`config.mk`:
```
export PLATFORM = sky130hd
export DESIGN_NAME = moonbase_bus_bridge
export DESIGN_NICKNAME = d
export VERILOG_FILES = /design/src/rtl/moonbase_bus_bridge.sv
export SDC_FILE = /design/constraint.sdc
export NUM_CORES = 1
export LEC_CHECK = 0
export CELL_PAD_IN_SITES_DETAIL_PLACEMENT = 1
export CELL_PAD_IN_SITES_GLOBAL_PLACEMENT = 1
export CORE_ASPECT_RATIO = 1.2
export CORE_MARGIN = 4
export CORE_UTILIZATION = 30
export DETAILED_ROUTE_END_ITERATION = 7
export GPL_ROUTABILITY_DRIVEN = 0
export MAX_ROUTING_LAYER = met4
export PLACE_DENSITY = 0.59
export RECOVER_POWER = 50
export SLEW_MARGIN = 20
export SYNTH_ARGS = -nofsm -noshare
export SYNTH_HDL_FRONTEND = slang
export SYNTH_SLANG_ARGS = --single-unit
```
`constraint.sdc`:
```
create_clock -name clk -period 3.2 [get_ports clk]
set_clock_uncertainty 0.05 [all_clocks]
set_input_delay 0.64 -clock clk [delete_from_list [all_inputs] [get_ports clk]]
set_output_delay 0.64 -clock clk [all_outputs]
set_load 0.05 [all_outputs]
```
`src/rtl/moonbase_bus_bridge.sv`:
```
// Bus bridge for the moonbase 8-bit CPU: address latch, banked nibble memory,
// GPIO and a prescaled reloadable timer, plus a boot loader port usable while in reset.
module moonbase_bus_bridge #(
    parameter int RAM_ADDR_BITS = 6,
    parameter int MAX_COUNT     = 1000
) (
    input  logic                     clk,
    input  logic                     reset_n,
    input  logic [7:0]               cpu_out,
    output logic [3:0]               ram_data,
    output logic [1:0]               dev_data,
    input  logic                     load_en,
    input  logic [RAM_ADDR_BITS+1:0] load_addr,
    input  logic [3:0]               load_data,
    input  logic [7:0]               gpio_in,
    output logic [7:0]               gpio_out,
    output logic [7:0]               timer_out
);

    localparam int NIB_BITS = RAM_ADDR_BITS + 2;
    localparam int DEPTH    = 1 << NIB_BITS;
    localparam int PW       = (MAX_COUNT > 1) ? $clog2(MAX_COUNT) : 1;

    // Assertion is immediate; release is delayed by two clk edges.
    logic [1:0] rst_sync_q;
    logic       rst_n_int;

    always_ff @(posedge clk or negedge reset_n) begin
        if (!reset_n) rst_sync_q <= 2'b00;
        else          rst_sync_q <= {rst_sync_q[0], 1'b1};
    end
    assign rst_n_int = rst_sync_q[1];

    logic       strobe, nib, wr_ram, wr_dev;
    logic [5:0] pay;
    logic [3:0] din;

    assign strobe = cpu_out[7];
    assign nib    = cpu_out[6];
    assign pay    = cpu_out[5:0];
    assign din    = cpu_out[3:0];
    assign wr_ram = !strobe && !pay[5];
    assign wr_dev = !strobe && !pay[4];

    logic [11:0]   latch_q, latch_d;
    logic          bank_q, bank_d;
    logic [7:0]    gpio_q, gpio_d;
    logic [7:0]    reload_q, reload_d;
    logic [7:0]    timer_q, timer_d;
    logic [PW-1:0] presc_q, presc_d;

    always_comb begin
        latch_d  = latch_q;
        bank_d   = bank_q;
        gpio_d   = gpio_q;
        reload_d = reload_q;
        timer_d  = timer_q;
        presc_d  = presc_q + 1'b1;

        if (presc_q == PW'(MAX_COUNT - 1)) begin
            presc_d = '0;
            timer_d = (timer_q == 8'hFF) ? reload_q : timer_q + 8'd1;
        end

        if (strobe) begin
            if (nib) begin
                latch_d[11:6] = pay;
                bank_d        = cpu_out[6];
            end else begin
                latch_d[5:0]  = pay;
            end
        end

        // A reload write overrides whatever the prescaler wrap decided above.
        if (wr_dev) begin
            case (latch_q[1:0])
                2'd0: begin
                    if (nib) gpio_d[3:0] = din;
                    else     gpio_d[7:4] = din;
                end
                2'd1: begin
                    if (nib) begin
                        reload_d[3:0] = din;
                        timer_d       = {reload_q[7:4], din};
                        presc_d       = '0;
                    end else begin
                        reload_d[7:4] = din;
                    end
                end
                default: ;
            endcase
        end
    end

    always_ff @(posedge clk or negedge rst_n_int) begin
        if (!rst_n_int) begin
            latch_q  <= '0;
            bank_q   <= 1'b0;
            gpio_q   <= '0;
            reload_q <= '0;
            timer_q  <= '0;
            presc_q  <= '0;
        end else begin
            latch_q  <= latch_d;
            bank_q   <= bank_d;
            gpio_q   <= gpio_d;
            reload_q <= reload_d;
            timer_q  <= timer_d;
            presc_q  <= presc_d;
        end
    end

    // Latched address bits above RAM_ADDR_BITS are deliberately ignored (aliasing).
    logic unused_latch;
    assign unused_latch = ^latch_q;

    logic [3:0]          mem_q [DEPTH];
    logic [NIB_BITS-1:0] nib_idx;

    assign nib_idx = {bank_q, latch_q[RAM_ADDR_BITS-1:0], nib};

    always_ff @(posedge clk) begin
        if (!rst_n_int && load_en) mem_q[load_addr] <= load_data;
        else if (rst_n_int && wr_ram) mem_q[nib_idx] <= din;
    end

    assign ram_data = mem_q[nib_idx];

    logic [7:0] dev_src;
    logic [1:0] dev_slice;

    assign dev_src   = latch_q[1] ? timer_q : gpio_in;
    assign dev_slice = {latch_q[0], nib};
    assign dev_data  = dev_src[{dev_slice, 1'b0} +: 2];

    assign gpio_out  = gpio_q;
    assign timer_out = timer_q;

endmodule

```
==> metrics.csv <==
metric,value,unit
status,"finished, violations left",
failing checks,negative setup slack,
first-pass GRT wire length,194000,µm
setup TNS after final layout,-3.80,ns
die width,353,µm
Final Power,34.0,mW
Leakage,18.5,nW
Crit Path Category,flop to output port,
internal power,25.4,mW
placed cell areas,50300,µm²
"Max FO, Critical Path",7,
sequential area share after synthesis,74.2,%
PwrDens,622,nW/µm²
total grt overflow,0,
Yosys Warn Count,0,
"area leader, netlist",edfxtp_1,
Core Region,142000,µm²
fin cells,4932,
drt total wl,133000,µm
hold slack,0.289,ns
fmax,234,MHz
Final nets,3039,
Root Buffer,clkbuf_16,
vias per cell,5.14,
Final Max Tran Viols,0,
Final ANT Viol Nets,0,
"CTS clk-pin slew, worst paths",0.07,ns
fraction of layout cells with a size suffix above 1,33.9,%
# placed instances,4709,
Setup WS pre-CTS,-1.03,ns
share of the synthesized area in the top cell type,71.7,%
worst ir drop on vdd,0.434,mV
register area,31800,µm²
hpwl dp,89700,µm
period utilisation layout,133,%
IO Pins,53,
Sequential Power Share,46.4,%
post-layout min period,4.27,ns
"EDFF count, synth",1024,
#FFs+latches synth,1067,
Final WS setup,-1.07,ns
CTS H-Tree Depth,3,
Comb power frac,14.7,%
Clock Sinks,1067,
Worst Path Arrival,3.58,ns
GRT Total Usage,18.1,%
"top cells by count, synth","1024 x edfxtp_1, 305 x nor2_1, 178 x mux4_2",
vias in the first global route,27600,
"Avg Cell Area, Syn",17.7,µm²
dominant cells by area after synthesis,"edfxtp_1 72%, mux4_2 9.3%, mux2i_1 3.8%",
Post-synth top flop,edfxtp_1,
Num CTS Buffers,111,
Worst-Skew Late Latency,0.73,ns
ys async rst share,4.03,%
die area,149000,µm²
site row count,151,
Die H,422,µm
Via Count,25400,
unrepaired setup endpoints after global routing,yes,
Post-Route Utilization,38.6,%
crit path launch type,flop,
Fillers,14100,
Slew @ Worst Pin,1.13,ns
routed len/inst,27.0,µm
hold crit path type,flop to flop,
final hold violations,0,
Synth cell types,61,
Syn Inst Count,2420,
largest net degree at the start of global routing,68,
DR pass1 iterations,5,
CP required,2.51,ns
Bufs on Longest Clock Path,3,
switching part of the total,25.4,%
crit end category,output port,
Finish-stage setup viols,4,
Mapped Area,42900,µm²
max-cap violations,0,
initial core utilization,30.3,%
"count leader, synth",edfxtp_1,
initial antenna violation count,1,
Psw,8.62,mW
antenna diode count,0,
drc violations,0,
post-synth net total,2453,
Multi-input gate area,10900,µm²
CTS tree,done,
P&R area growth vs syn,27.4,%
Buffers on Ports,52,
relative slew slack,24.4,%
First DRT Iteration DRCs,2292,
final instance area,54700,µm²
clock share of power,38.9,%
cell families after synthesis:
| logic type | share of synthesized area [%] |
|---|---|
| other | 0.00874 |
| buffers and inverters | 1.92 |
| DFF | 74.2 |
| AOI/OAI and AO/OA | 4.89 |
| xor gates and xnor gates | 0.184 |
| muxes | 13.7 |
| adders and majority gates | 0.0583 |
| and+or+nand+nor | 5.02 |
power groups by stage:
stage | Sequential (mW) | Clock (mW) | Combinational (mW)
2_1_floorplan | 16.3 | 0 | 2.03
3_3_place_gp | 16.1 | 0 | 4.56
3_5_place_dp | 16.1 | 0 | 4.64
4_1_cts | 15.8 | 13.5 | 4.97
5_1_grt | 15.8 | 14.1 | 5.23
6_report | 15.8 | 13.2 | 4.99
sequential cells by signal, indices dropped and copies added, names as in the netlist:
register	cells
mem_q	1024
timer_out	8
bank_q	1
rst_sync_q	2
presc_q	10
latch_q	6
gpio_out	8
reload_q	8
cells in the final DEF (no fill, tap or decap), types with 11 or more instances in the layout:
master and instances:
mux2i_1 160, o22ai_1 29, nand2_1 107, clkinv_2 21
clkbuf_16 116, edfxtp_1 1024, o21ai_0 33, o21ai_1 14
clkbuf_1 22, buf_4 464, nor2_1 297, buf_6 12
mux2_2 21, clkinv_1 18, buf_12 74, mux4_2 178
nand3_1 41, o221ai_1 44, a22o_1 13, a21oi_1 41
clkbuf_4 13, nor2b_1 11, bufinv_16 15, o221ai_2 17
dfrtp_1 39, a22oi_1 15, clkdlybuf4s50_1 43
routing by layer:
layer / wire length [µm] / up-vias / share of wire (%) / track usage, %
met5: 0 / - / 0 / -
met4: 4770 / 0 / 3.6 / 5.88
met3: 6870 / 238 / 5.2 / 2.47
met2: 68000 / 771 / 51 / 30.9
met1: 53300 / 13500 / 40 / 22.3
li1: - / 10900 / - / -
worst paths after layout:
check,startpoint,slack [ns],to,depth (start not counted)
max,latch_q[0]$_DFFE_PN0P_,-1.07,ram_data[2],12
min,rst_sync_q[0]$_DFF_PN0_,0.29,rst_sync_q[1]$_DFF_PN0_,0
max reg2reg,latch_q[1]$_DFFE_PN0P_,0.08,mem_q[112][2]$_DFFE_PP_,12
min reg2reg,rst_sync_q[0]$_DFF_PN0_,0.29,rst_sync_q[1]$_DFF_PN0_,0
max in group asynchronous,rst_sync_q[1]$_DFF_PN0_,1.68,latch_q[0]$_DFFE_PN0P_,1
min in group asynchronous,rst_sync_q[1]$_DFF_PN0_,0.59,timer_out[1]$_DFF_PN0_,1
layout make-up:
type / count / share of cell area [%]
clock buffer: 135 / 5.42
clock inverter: 68 / 1.36
inverter: 8 / 0.0549
multi-input combinational: 1192 / 20.0
sequential: 1067 / 58.2
tap: 1836 / 4.20
timing repair buffer: 626 / 10.7
what timing repair did:
item / CTS / global route
hold endpoints to repair: 2 / 0
gates cloned: 1 / 2
gates resized for setup: 124 / 47
hold buffers: 1 / 0
pin swaps: 30 / 22
setup buffers: 20 / 0
endpoints found under the setup margin: 80 / 65
worst max-delay path, cell delays in order, from the launching register on:
cell and delay (ns):
dfrtp_4 0.53, buf_12 0.18, buf_16 0.16, buf_12 0.14, mux2i_2 0.20, a22o_1 0.23, a2111oi_4 0.07, a21oi_2 0.18
buf_6 0.15, o21ai_4 0.06, o41ai_4 0.49, o221ai_4 0.23, buf_8 0.20
Note: power is estimated with default switching activity, not from simulation.
